[src/rtl/riscv_dbg_pkg.sv]
// riscv_dbg_pkg: shared debug-block constants and the register-dump FSM state type
package riscv_dbg_pkg;
  localparam int XLEN_DEFAULT = 64;
  localparam int NUM_REGS_DEFAULT = 32;
  typedef enum logic [1:0] {IDLE, READ, SEND, DONE} dump_state_e;
endpackage

[src/rtl/regfile_dump_unit.sv]
// regfile_dump_unit: streams an external register file out as handshaked beats with a running checksum
module regfile_dump_unit
  import riscv_dbg_pkg::*;
#(
  parameter int XLEN = XLEN_DEFAULT,
  parameter int NUM_REGS = NUM_REGS_DEFAULT,
  parameter bit SKIP_X0 = 1'b0
) (
  input  logic            clk,
  input  logic            reset,
  input  logic            start,
  input  logic            abort,
  output logic [4:0]      rf_raddr,
  input  logic [XLEN-1:0] rf_rdata,
  output logic            dump_valid,
  input  logic            dump_ready,
  output logic [4:0]      dump_index,
  output logic [XLEN-1:0] dump_data,
  output logic            dump_last,
  output logic            busy,
  output logic            done,
  output logic [XLEN-1:0] checksum
);
  localparam logic [4:0] LAST_IDX = 5'(NUM_REGS - 1);
  localparam logic [4:0] FIRST_IDX = SKIP_X0 ? 5'd1 : 5'd0;
  dump_state_e state_q, state_d;
  logic [4:0] idx_q, idx_d, index_q, index_d;
  logic [XLEN-1:0] data_q, data_d, sum_q, sum_d;
  logic last_q, last_d;
  // walk the index, capture one register per READ, accumulate on each accepted beat; abort overrides the state only
  always_comb begin
    state_d = state_q;
    idx_d = idx_q;
    index_d = index_q;
    data_d = data_q;
    last_d = last_q;
    sum_d = sum_q;
    case (state_q)
      IDLE: if (start) begin
        state_d = READ;
        idx_d = FIRST_IDX;
        sum_d = '0;
      end
      READ: begin
        state_d = SEND;
        index_d = idx_q;
        data_d = rf_rdata;
        last_d = idx_q == LAST_IDX;
      end
      SEND: if (dump_ready) begin
        sum_d = sum_q + data_q;
        state_d = last_q ? DONE : READ;
        idx_d = last_q ? idx_q : idx_q + 5'd1;
      end
      default: state_d = IDLE;
    endcase
    if (abort && state_q != IDLE) state_d = IDLE;
  end
  // state and datapath registers with synchronous active-low reset
  always_ff @(posedge clk) begin
    if (!reset) begin
      state_q <= IDLE;
      idx_q <= '0;
      index_q <= '0;
      data_q <= '0;
      last_q <= 1'b0;
      sum_q <= '0;
    end else begin
      state_q <= state_d;
      idx_q <= idx_d;
      index_q <= index_d;
      data_q <= data_d;
      last_q <= last_d;
      sum_q <= sum_d;
    end
  end
  assign rf_raddr = state_q == IDLE ? 5'd0 : idx_q;
  assign dump_valid = state_q == SEND;
  assign dump_index = index_q;
  assign dump_data = data_q;
  assign dump_last = last_q;
  assign busy = state_q != IDLE;
  assign done = state_q == DONE;
  assign checksum = sum_q;
endmodule

[config.mk]
export PLATFORM = sky130hd
export DESIGN_NAME = regfile_dump_unit
export DESIGN_NICKNAME = d
export VERILOG_FILES = /design/src/rtl/riscv_dbg_pkg.sv /design/src/rtl/regfile_dump_unit.sv
export SDC_FILE = /design/constraint.sdc
export NUM_CORES = 1
export LEC_CHECK = 0
export ABC_AREA = 1
export BUFFER_PORTS_ARGS = -buffer_cell sky130_fd_sc_hd__buf_2
export CAP_MARGIN = 15
export CORE_MARGIN = 3
export CORE_UTILIZATION = 40
export DETAILED_ROUTE_END_ITERATION = 6
export SLEW_MARGIN = 20
export SYNTH_ARGS = -nofsm -noshare
export SYNTH_HDL_FRONTEND = slang
export SYNTH_SLANG_ARGS = --single-unit
[constraint.sdc]
create_clock -name clk -period 2.15 [get_ports clk]
set_input_delay 0.43 -clock clk [delete_from_list [all_inputs] [get_ports clk]]
set_output_delay 0.43 -clock clk [all_outputs]
set_load 0.01 [all_outputs]
; ---- Word-level counts from Yosys, hierarchy flattened
; Index checks and enable logic that the tools add are counted.
[op_classes]
addsub = 2
n_eq_ne = 7
mux = 12
bitwise = 1
n_reduce_logical = 8
[ops]
columns = cell, count
row1 = 64-bit two-way mux, 2
row2 = 64-bit case mux with 2 select lines, 1
row3 = 64-bit adder, 1
row4 = 5-bit two-way mux, 4
row5 = 5-bit case mux with 2 select lines, 1
row6 = 2-bit two-way mux, 3
row7 = 2-bit case mux with 3 select lines, 1
row8 = "5-bit by 1-bit adder with 5-bit output, second input constant", 1
row9 = "5-bit equality test, second input constant", 1
row10 = "2-bit equality test, second input constant", 2
row11 = "2-bit inequality test, second input constant", 2
row12 = 4-bit AND reduction, 1
row13 = 2-bit nonzero test, 2
row14 = 3-bit AND reduction, 1
row15 = "2-bit by 1-bit equality test with 1-bit output, second input constant", 1
row16 = 2-bit logical NOT, 1
row17 = "2-bit by 1-bit inequality test with 1-bit output, second input constant", 1
row18 = 2-bit AND reduction, 1
row19 = 2-bit OR reduction, 1
row20 = 1-bit logical AND, 1
row21 = 1-bit NOT, 1
[totals]
ff_bits = 141
inputBits = 69
output_inout_bits = 142
word_cells = 36

; ---- Logic depth before layout (Yosys ltp)
; Gate-level depths: netlist of the first run.
[logic_depth]
depth_word = 4
mapped_depth = 17
depth_no_buf = 17

; ---- Worst setup path before layout of the first run
; Ideal clock, no wire load.
[synth_timing]
kind = register -> register
start = reg data_q[0], in the netlist dump_data[0]
end = reg sum_q[62], in the netlist checksum[62]
setup_time_ps = 131
t_arrival_ps = 1871
required_time_ps = 2019
path_slack_ps = 149
stages_incl_launch_ff = 18
n_path_buf = 0
synth_period_minus_slack_ps = 2001
cell_sequence = dfxtp_1 > ha_1 > inv_1 > fa_1 > inv_1 > nand3_1 > inv_1 > nand2_1 > nand3_1 > nand2_1 > nand2_1 > nand2_1 > nand2_2 > nand2_1 > nand2_1 > nand2_1 > nand3_2 > a21oi_2
[synth_via]
elab_chain_cells = 3
[synth_rtl]
columns = item, line_no
row1 = start: declaration, regfile_dump_unit.sv:28  ; logic [XLEN-1:0] data_q, data_d, sum_q, sum_d;
row2 = start signal: assignment, regfile_dump_unit.sv:72  ; data_q <= data_d;
row3 = 64-bit adder, regfile_dump_unit.sv:51  ; sum_d = sum_q + data_q;
row4 = 64-bit two-way mux, regfile_dump_unit.sv:50  ; SEND: if (dump_ready) begin
row5 = 64-bit case mux with 2 select lines, regfile_dump_unit.sv:38  ; case (state_q)
row6 = end signal: assignment, regfile_dump_unit.sv:74  ; sum_q <= sum_d;
row7 = end: declaration, regfile_dump_unit.sv:28
; No other way between the ends. The select of a mux whose other input is x is not followed.
; A chain may end at the register's enable or synchronous reset.

; ---- Final worst setup path of the first run
[layout_timing]
start = reg sum_q[22], in the netlist checksum[22]
end = reg sum_q[53], in the netlist checksum[53]
[layout_via]
elab_chain_cells = 3
[layout_rtl]
columns = item, line_no
row1 = 64-bit adder, regfile_dump_unit.sv:51
row2 = 64-bit two-way mux, regfile_dump_unit.sv:50
row3 = 64-bit case mux with 2 select lines, regfile_dump_unit.sv:38
; No other way between the ends. The select of a mux whose other input is x is not followed.

==> reports/results.txt, run 1 <==
Synth area leader -> dfxtp_1
area grow syn2layout -> 45.71%
clock tree buffer depth -> 2
unrepaired setup endpoints after global routing -> true
Slew Limit Fails -> 0
DP HPWL -> 32.46 mm
Clock Skews -> 17.98 ps
Starting DRT DRC Count -> 800
Worst Setup End Kind -> register
initial antenna violation count -> 0
crit path time final -> 2063 ps
Critical Path AT -> 2400 ps
total power -> 7.772 mW
cell family contributing the most delay on the critical path -> simple AND/OR/NAND/NOR gates
Gate Count Post-Synth -> 1897
port bufs -> 210
crit-path cells -> ha_2, nand2_2, nor2_2, inv_1, nor2_2, buf_4, nand2_1, nor2_1, nand2_1, nand3_1, nand2_1, nand3_1, a21oi_1
endpoints failing hold -> 0
IO Count -> 211
Fillers -> 2604
Lkg Pwr -> 8.471 nW
Max Cap Violations -> 0
DIE HEIGHT -> 169.9 um
Starting Density -> 40.98%
Synth warnings -> 0
largest net degree at the start of global routing -> 66
status -> complete, no violations
Final ANT Viol Nets -> 0
slew margin rel. -> 59.89%
drt total wl -> 41.84 mm
Clock Sinks -> 141
Vias/cell -> 4.845
synth top area cells -> dfxtp_1 26%, nand2_1 23%, inv_1 12%
die footprint -> 28850 sq um
met2 GRT Util -> 44.82%
top-area cell type share of the netlist area -> 26.28%
Worst Setup Start Kind -> register
fin util -> 59.71%
CTS buffer count -> 17
sequential share of the synthesized area -> 26.28%
pre-CTS WS -> -287.6 ps
Least-Margin Pin Slew -> 601.0 ps
Worst Path Buf+Inv -> 2
number of global-route vias before repair -> 11.76k
Setup violations, final -> 0
Crit Path Max Fanout -> 4
worst setup path class -> reg -> reg
critical path's slowest cell -> ha_2
setup TNS -> 0 ps
first-pass GRT wire length -> 63.03 mm
crit-path max cell delay -> 380 ps
post-route setup slack -> 87.33 ps
Final Wtd Congestion -> 0.9689
CTS tree -> done
M1 GR Usage -> 39.68%
grt total ovfl -> 0
data required time at the worst endpoint -> 2490 ps
routed via count -> 12.83k
PwrDens -> 496.7 nW/um^2
synthesized cell area -> 10740 sq um
standard-cell rows -> 59
WL per Instance -> 15.79 um
commonest non-fill, non-tap cell in the layout -> nand2_1
total track usage -> 27.88%
H-tree Lvls -> 4
number of nets in the layout -> 2436
worst hold slack -> 223.2 ps
maximum VDD drop -> 0.5938 mV
DRC Markers -> 0
grt peak-use layer -> met2
Worst-path clk slew -> 70 ps
drt pass-1 iters -> 5
ant diodes -> 0
Die W -> 169.9 um
Synth Area per Inst -> 5.661 sq um
Critical Path Most Common Cell -> nand2_1
Net Count, Synth -> 2032
FF+latch count, synth -> 141
Root Buffer Master -> clkbuf_16
core area -> 26210 sq um
layout cells sized above 1 -> 34.14%
GRT met3 Usage -> 4.065%
Final period util -> 95.94%
commonest non-fill, non-tap cells in the layout -> 584 x nand2_1, 318 x inv_1, 210 x buf_2, 210 x buf_4, 190 x nor2_1
Synth cell types -> 36
Max Clock Freq -> 484.8 MHz
Worst-Skew Late Latency -> 450 ps
HP Class -> in -> reg
## cell usage after synthesis
| library cell | number |
|---|---|
| nor4_1 | 3 |
| a21oi_2 | 1 |
| clkinv_1 | 5 |
| nor4_2 | 1 |
| a21oi_1 | 135 |
| nor2_4 | 3 |
| clkbuf_1 | 27 |
| nor2_1 | 219 |
| ha_1 | 65 |
| o21bai_1 | 2 |
| nand2_2 | 14 |
| nor2_2 | 17 |
| dfxtp_1 | 141 |
| or2_2 | 3 |
| xor2_1 | 3 |
| inv_2 | 13 |
| nand3_2 | 7 |
| nor3_4 | 1 |
| fa_1 | 1 |
| nor3_1 | 10 |
| o22ai_1 | 1 |
| buf_1 | 2 |
| o21ai_0 | 98 |
| nand3_1 | 91 |
| a21boi_0 | 1 |
| buf_2 | 13 |
| a21o_1 | 2 |
| or2_1 | 4 |
| buf_4 | 1 |
| and3_1 | 1 |
| a211oi_1 | 2 |
| inv_1 | 330 |
| nand4_1 | 8 |
| nand2_1 | 664 |
| nor3_2 | 4 |
| nand3b_1 | 4 |
## where the power goes
part	switching, mW	internal, mW	leakage [nW]
sequential	0.155	2.77	1.16
combinational	0.841	0.677	6.99
clock	1.42	1.91	0.314
total	2.42	5.36	8.47
## kinds of logic (layout without fill, tap and decap cells)
group / count (synthesis) / after routing / share of synthesized area [%]
DFF: 141 / 141 / 26.28
xor gates and xnor gates: 3 / 3 / 0.2447
buffers and inverters: 391 / 808 / 13.85
adders and majority gates: 66 / 66 / 7.760
AOI/OAI and AO/OA: 242 / 242 / 11.49
and+or+nand+nor: 1054 / 1054 / 40.37
## state kept, by name, summed over array words and instances, names as in the netlist
name and cells:
dump_index 5, dump_data 64, state_q 2, dump_last 1, checksum 64, idx_q 5
## routing by layer
metal  up-vias  wire, um
li1       6628         -
met1      5819     20040
met2       348     18820
met3        39      2233
met4         0       741
met5         -         0
## worst reg2reg max path, stage by stage, from the launching register on
cell and delay [ps]:
dfxtp_2 330, ha_2 380, nand2_2 100, nor2_2 140, inv_1 100, nor2_2 140, buf_4 160, nand2_1 80
nor2_1 110, nand2_1 140, nand3_1 110, nand2_1 50, nand3_1 60, a21oi_1 60
## final cells by class
type | instances | area, sq um | share of cell area, %
Multi-Input combinational cell | 1365 | 7630 | 48.76
Sequential cell | 141 | 2869 | 18.34
Timing Repair Buffer | 428 | 2788 | 17.82
Inverter | 348 | 1306 | 8.348
Clock buffer | 18 | 439.2 | 2.807
Tap cell | 335 | 419.2 | 2.679
Clock inverter | 14 | 196.4 | 1.255
## worst paths after layout
path | start | end | slack, ps | cells after the start
max | checksum[22]$_SDFFE_PN0P_ | checksum[53]$_SDFFE_PN0P_ | 90 | 13
min | rf_rdata[4] | dump_data[4]$_SDFFE_PN0P_ | 220 | 3
max reg2reg | checksum[22]$_SDFFE_PN0P_ | checksum[53]$_SDFFE_PN0P_ | 90 | 13
min reg2reg | checksum[33]$_SDFFE_PN0P_ | checksum[33]$_SDFFE_PN0P_ | 480 | 2
## through the flow
| stage | cells | cell area, sq um |
|---|---|---|
| floorplan | 1897 | 10740 |
| global placement | 2602 | 13640 |
| detailed placement | 2602 | 13640 |
| CTS | 2634 | 14380 |
| global route | 2649 | 15650 |
| finish | 2649 | 15650 |
## repair_timing
action                                 in CTS  in global routing
setup endpoints to repair                  28                 47
gates resized for setup                    24                273
pin swaps                                   0                 40
endpoints found under the hold margin       0                  0
hold buffers                                0                  0
buffers inserted                            0                 15
Note: power is estimated with default switching activity, not from simulation.
==> inputs of run 2 (changes only) <==
ABC_AREA = unset   (was 1)
CORE_UTILIZATION = 30   (was 40)
==> run 2 against run 1 <==
Net effect: global-route usage decreased by 8.9 points; synthesized cell count decreased by 41%; flip-flop and latch count unchanged; clock skew decreased by 5.6 ps; maximum frequency decreased by 29%; register-to-register slack got worse by 860 ps; sequential power decreased by 6%; via count decreased by 24%; the run now ends with negative setup slack left; die area increased by 7.7%; sequential share of layout area increased by 1.9 points; highest routed layer unchanged; wire length decreased by 27%; setup slack got worse by 860 ps.
==> reports/results.txt, run 2 <==
status -> complete, but fails checks
failing checks -> negative setup slack
number of global-route vias before repair -> 9633 (-18%)
crit path time final -> 2925 ps (+862.0 ps)
cell-internal power -> 5.195 mW (-3.0%)
crit-path max cell delay -> 380 ps (about the same)
Post-CTS Hold Buffers -> 0 (unchanged)
die footprint -> 31060 sq um (+7.7%)
routed via count -> 9745 (-24%)
port bufs -> 210 (unchanged)
layout cells sized above 1 -> 48.40% (+14 points)
initial antenna violation count -> 0 (unchanged)
Gate Count Post-Synth -> 1111 (-41%)
DRC Markers -> 0 (unchanged)
PwrDens -> 488.6 nW/um^2 (-1.6%)
Cells after DPL -> 1927 (-26%)
drt pass-1 iters -> 5 (unchanged)
Synth area leader -> dfxtp_1
Worst Setup Start Kind -> register
endpoints failing hold -> 0 (unchanged)
top-count cell post-synth -> nand2_1
asr flop ratio synth -> 0% (unchanged)
Max Clock Freq -> 341.9 MHz (-29%)
crit-path cells -> ha_4, inv_2, fa_2, nor2b_4, o2111ai_4, a21boi_4, o311ai_4, a21oi_4, o31ai_4, o21ai_2, a31oi_2, nand4b_1, a2111o_1, nand3_1
commonest cells in the netlist -> 222 x nand2_1, 143 x a21oi_1, 141 x dfxtp_1
worst setup path class -> reg -> reg
Final period util -> 136.0% (+40 points)
ant diodes -> 0 (unchanged)
Clock Power Share -> 47.0% (+4.1 points)
Root Buffer Master -> clkbuf_16
Reg power frac -> 39.3% (+1.7 points)
FF+latch count, synth -> 141 (unchanged)
Post-synth EDFFs -> 0 (unchanged)
IO Count -> 211 (unchanged)
Lkg Pwr -> 6.602 nW (-22%)
DIE HEIGHT -> 176.2 um (+3.8%)
commonest non-fill, non-tap cell in the layout -> buf_4
total power -> 6.979 mW (-10%)
Final Wtd Congestion -> 0.8691 (-10%)
Synth cell types -> 82 (+130%)
Clock Sinks -> 141 (unchanged)
H-tree Lvls -> 4 (unchanged)
CTS buffer count -> 17 (unchanged)
grt total ovfl -> 0 (unchanged)
Vias/cell -> 4.873 (+0.57%)
Worst-Skew Late Latency -> 430 ps (-20 ps)
post-route setup slack -> -774.7 ps (-862.0 ps)
Final ANT Viol Nets -> 0 (unchanged)
sequential share of the synthesized area -> 32.47% (+6.2 points)
Net Count, Synth -> 1246 (-39%)
WL per Instance -> 15.20 um (-3.8%)
Starting Density -> 30.87% (-10 points)
pre-CTS WS -> -880.0 ps (-592.4 ps)
top-area cell type share of the netlist area -> 32.47% (+6.2 points)
Critical Path AT -> 3290 ps (+890 ps)
HP Class -> in -> reg
Final Non-Filler Cells -> 2000 (-24%)
drt total wl -> 30.39 mm (-27%)
Cell Area, Placed -> 12530 sq um (-8.1%)
Die W -> 176.2 um (+3.8%)
standard-cell rows -> 61 (+3.4%)
Synth Area per Inst -> 7.825 sq um (+38%)
critical path's slowest cell -> a2111o_1
fin util -> 50.71% (-9.0 points)
Slew Limit Fails -> 0 (unchanged)
clock tree buffer depth -> 2 (unchanged)
Switching Share -> 25.56% (-5.5 points)
first-pass GRT wire length -> 48.37 mm (-23%)
Synth warnings -> 0 (unchanged)
cell family contributing the most delay on the critical path -> compound AO/OA/AOI/OAI gates
Least-Margin Pin Slew -> 541.2 ps (-59.82 ps)
Starting DRT DRC Count -> 523 (-35%)
synth top area cells -> dfxtp_1 32%, nand2_1 9.6%, ha_1 9.4%
maximum VDD drop -> 0.4323 mV (-27%)
unrepaired setup endpoints after global routing -> true
core area -> 28160 sq um (+7.5%)
Worst Path Buf+Inv -> 1 (-1)
Max Cap Violations -> 0 (unchanged)
commonest non-fill, non-tap cells in the layout -> 315 x buf_4, 213 x nand2_1, 210 x buf_2
number of nets in the layout -> 1744 (-28%)
Post-Layout Inst Area -> 14280 sq um (-8.7%)
slew margin rel. -> 63.70% (+3.8 points)
total track usage -> 19.03% (-8.9 points)
Setup violations, final -> 54 (+54)
data required time at the worst endpoint -> 2520 ps (+30 ps)
CTS tree -> done
synthesized cell area -> 8693 sq um (-19%)
Top FF cell, synth -> dfxtp_1
DP HPWL -> 22.79 mm (-30%)
Worst Setup End Kind -> register
Worst-path clk slew -> 60 ps (about the same)
Crit Path Max Fanout -> 3 (-1)
Gate power share -> 13.7% (-5.8 points)
Net Sw Power -> 1.784 mW (-26%)
largest net degree at the start of global routing -> 42 (-36%)
Clock Skews -> 12.34 ps (-5.632 ps)
area grow syn2layout -> 64.29%
run 2: kinds of logic (layout without fill, tap and decap cells):
group	after synthesis	in the layout	synth area share, %
AO/OA/AOI/OAI	350	350	26.05
adder cells (fa/ha/maj)	66	66	9.586
XOR/XNOR	55	55	5.541
buffers and inverters	94	605	5.570
multiplexers	1	1	0.1151
AND/OR/NAND/NOR	404	404	20.67
flip-flops	141	141	32.47
run 2: per-stage QoR:
stage               hold slack [ps]  setup TNS, ps
global route                  207.0         -29060
finish                        209.0         -22640
CTS                           191.1         -20530
floorplan                     458.0         -10120
detailed placement            447.4         -22660
global placement              442.0         -20740
run 2: area by class of cell:
class	count	area, sq um
well taps	378	473.0
repair buffers	549	3721
flip-flops and latches	141	2888
multi-input cells	876	6466
fillers	2629	13880
clock inverters	10	157.7
inverters	24	91.34
clock buffers	22	485.5
run 2: final timing paths:
check / from / end / slack [ps] / cells past startpoint
max: dump_data[0]$_SDFFE_PN0P_ / checksum[60]$_SDFFE_PN0P_ / -770 / 14
min: abort / state_q[1]$_SDFFE_PP0P_ / 210 / 2
max reg2reg: dump_data[0]$_SDFFE_PN0P_ / checksum[60]$_SDFFE_PN0P_ / -770 / 14
min reg2reg: dump_index[4]$_SDFFE_PN0P_ / dump_index[4]$_SDFFE_PN0P_ / 450 / 2
run 2: per-layer routing:
layer	global-route usage, %	vias up	share of wire, %
met5	0	-	0
met4	4.190	0	1.4
met3	3.957	34	5.3
met2	32.61	241	48
met1	24.65	4556	46
li1	-	4914	-
run 2: power by group through the flow:
stage | clock [mW] | combinational (mW) | sequential (mW)
6_report | 3.28 | 0.953 | 2.74
5_1_grt | 3.44 | 1.05 | 2.75
4_1_cts | 3.34 | 0.940 | 2.74
3_5_place_dp | 0 | 0.906 | 2.80
3_3_place_gp | 0 | 0.899 | 2.80
2_1_floorplan | 0 | 0.439 | 2.83
run 2: repair_timing:
| item | 4_1_cts | 5_1_grt |
|---|---|---|
| pin swaps | 67 | 55 |
| gates resized for setup | 119 | 61 |
| buffers inserted | 23 | 21 |
| cloned | 0 | 0 |
| endpoints found under the setup margin | 52 | 54 |
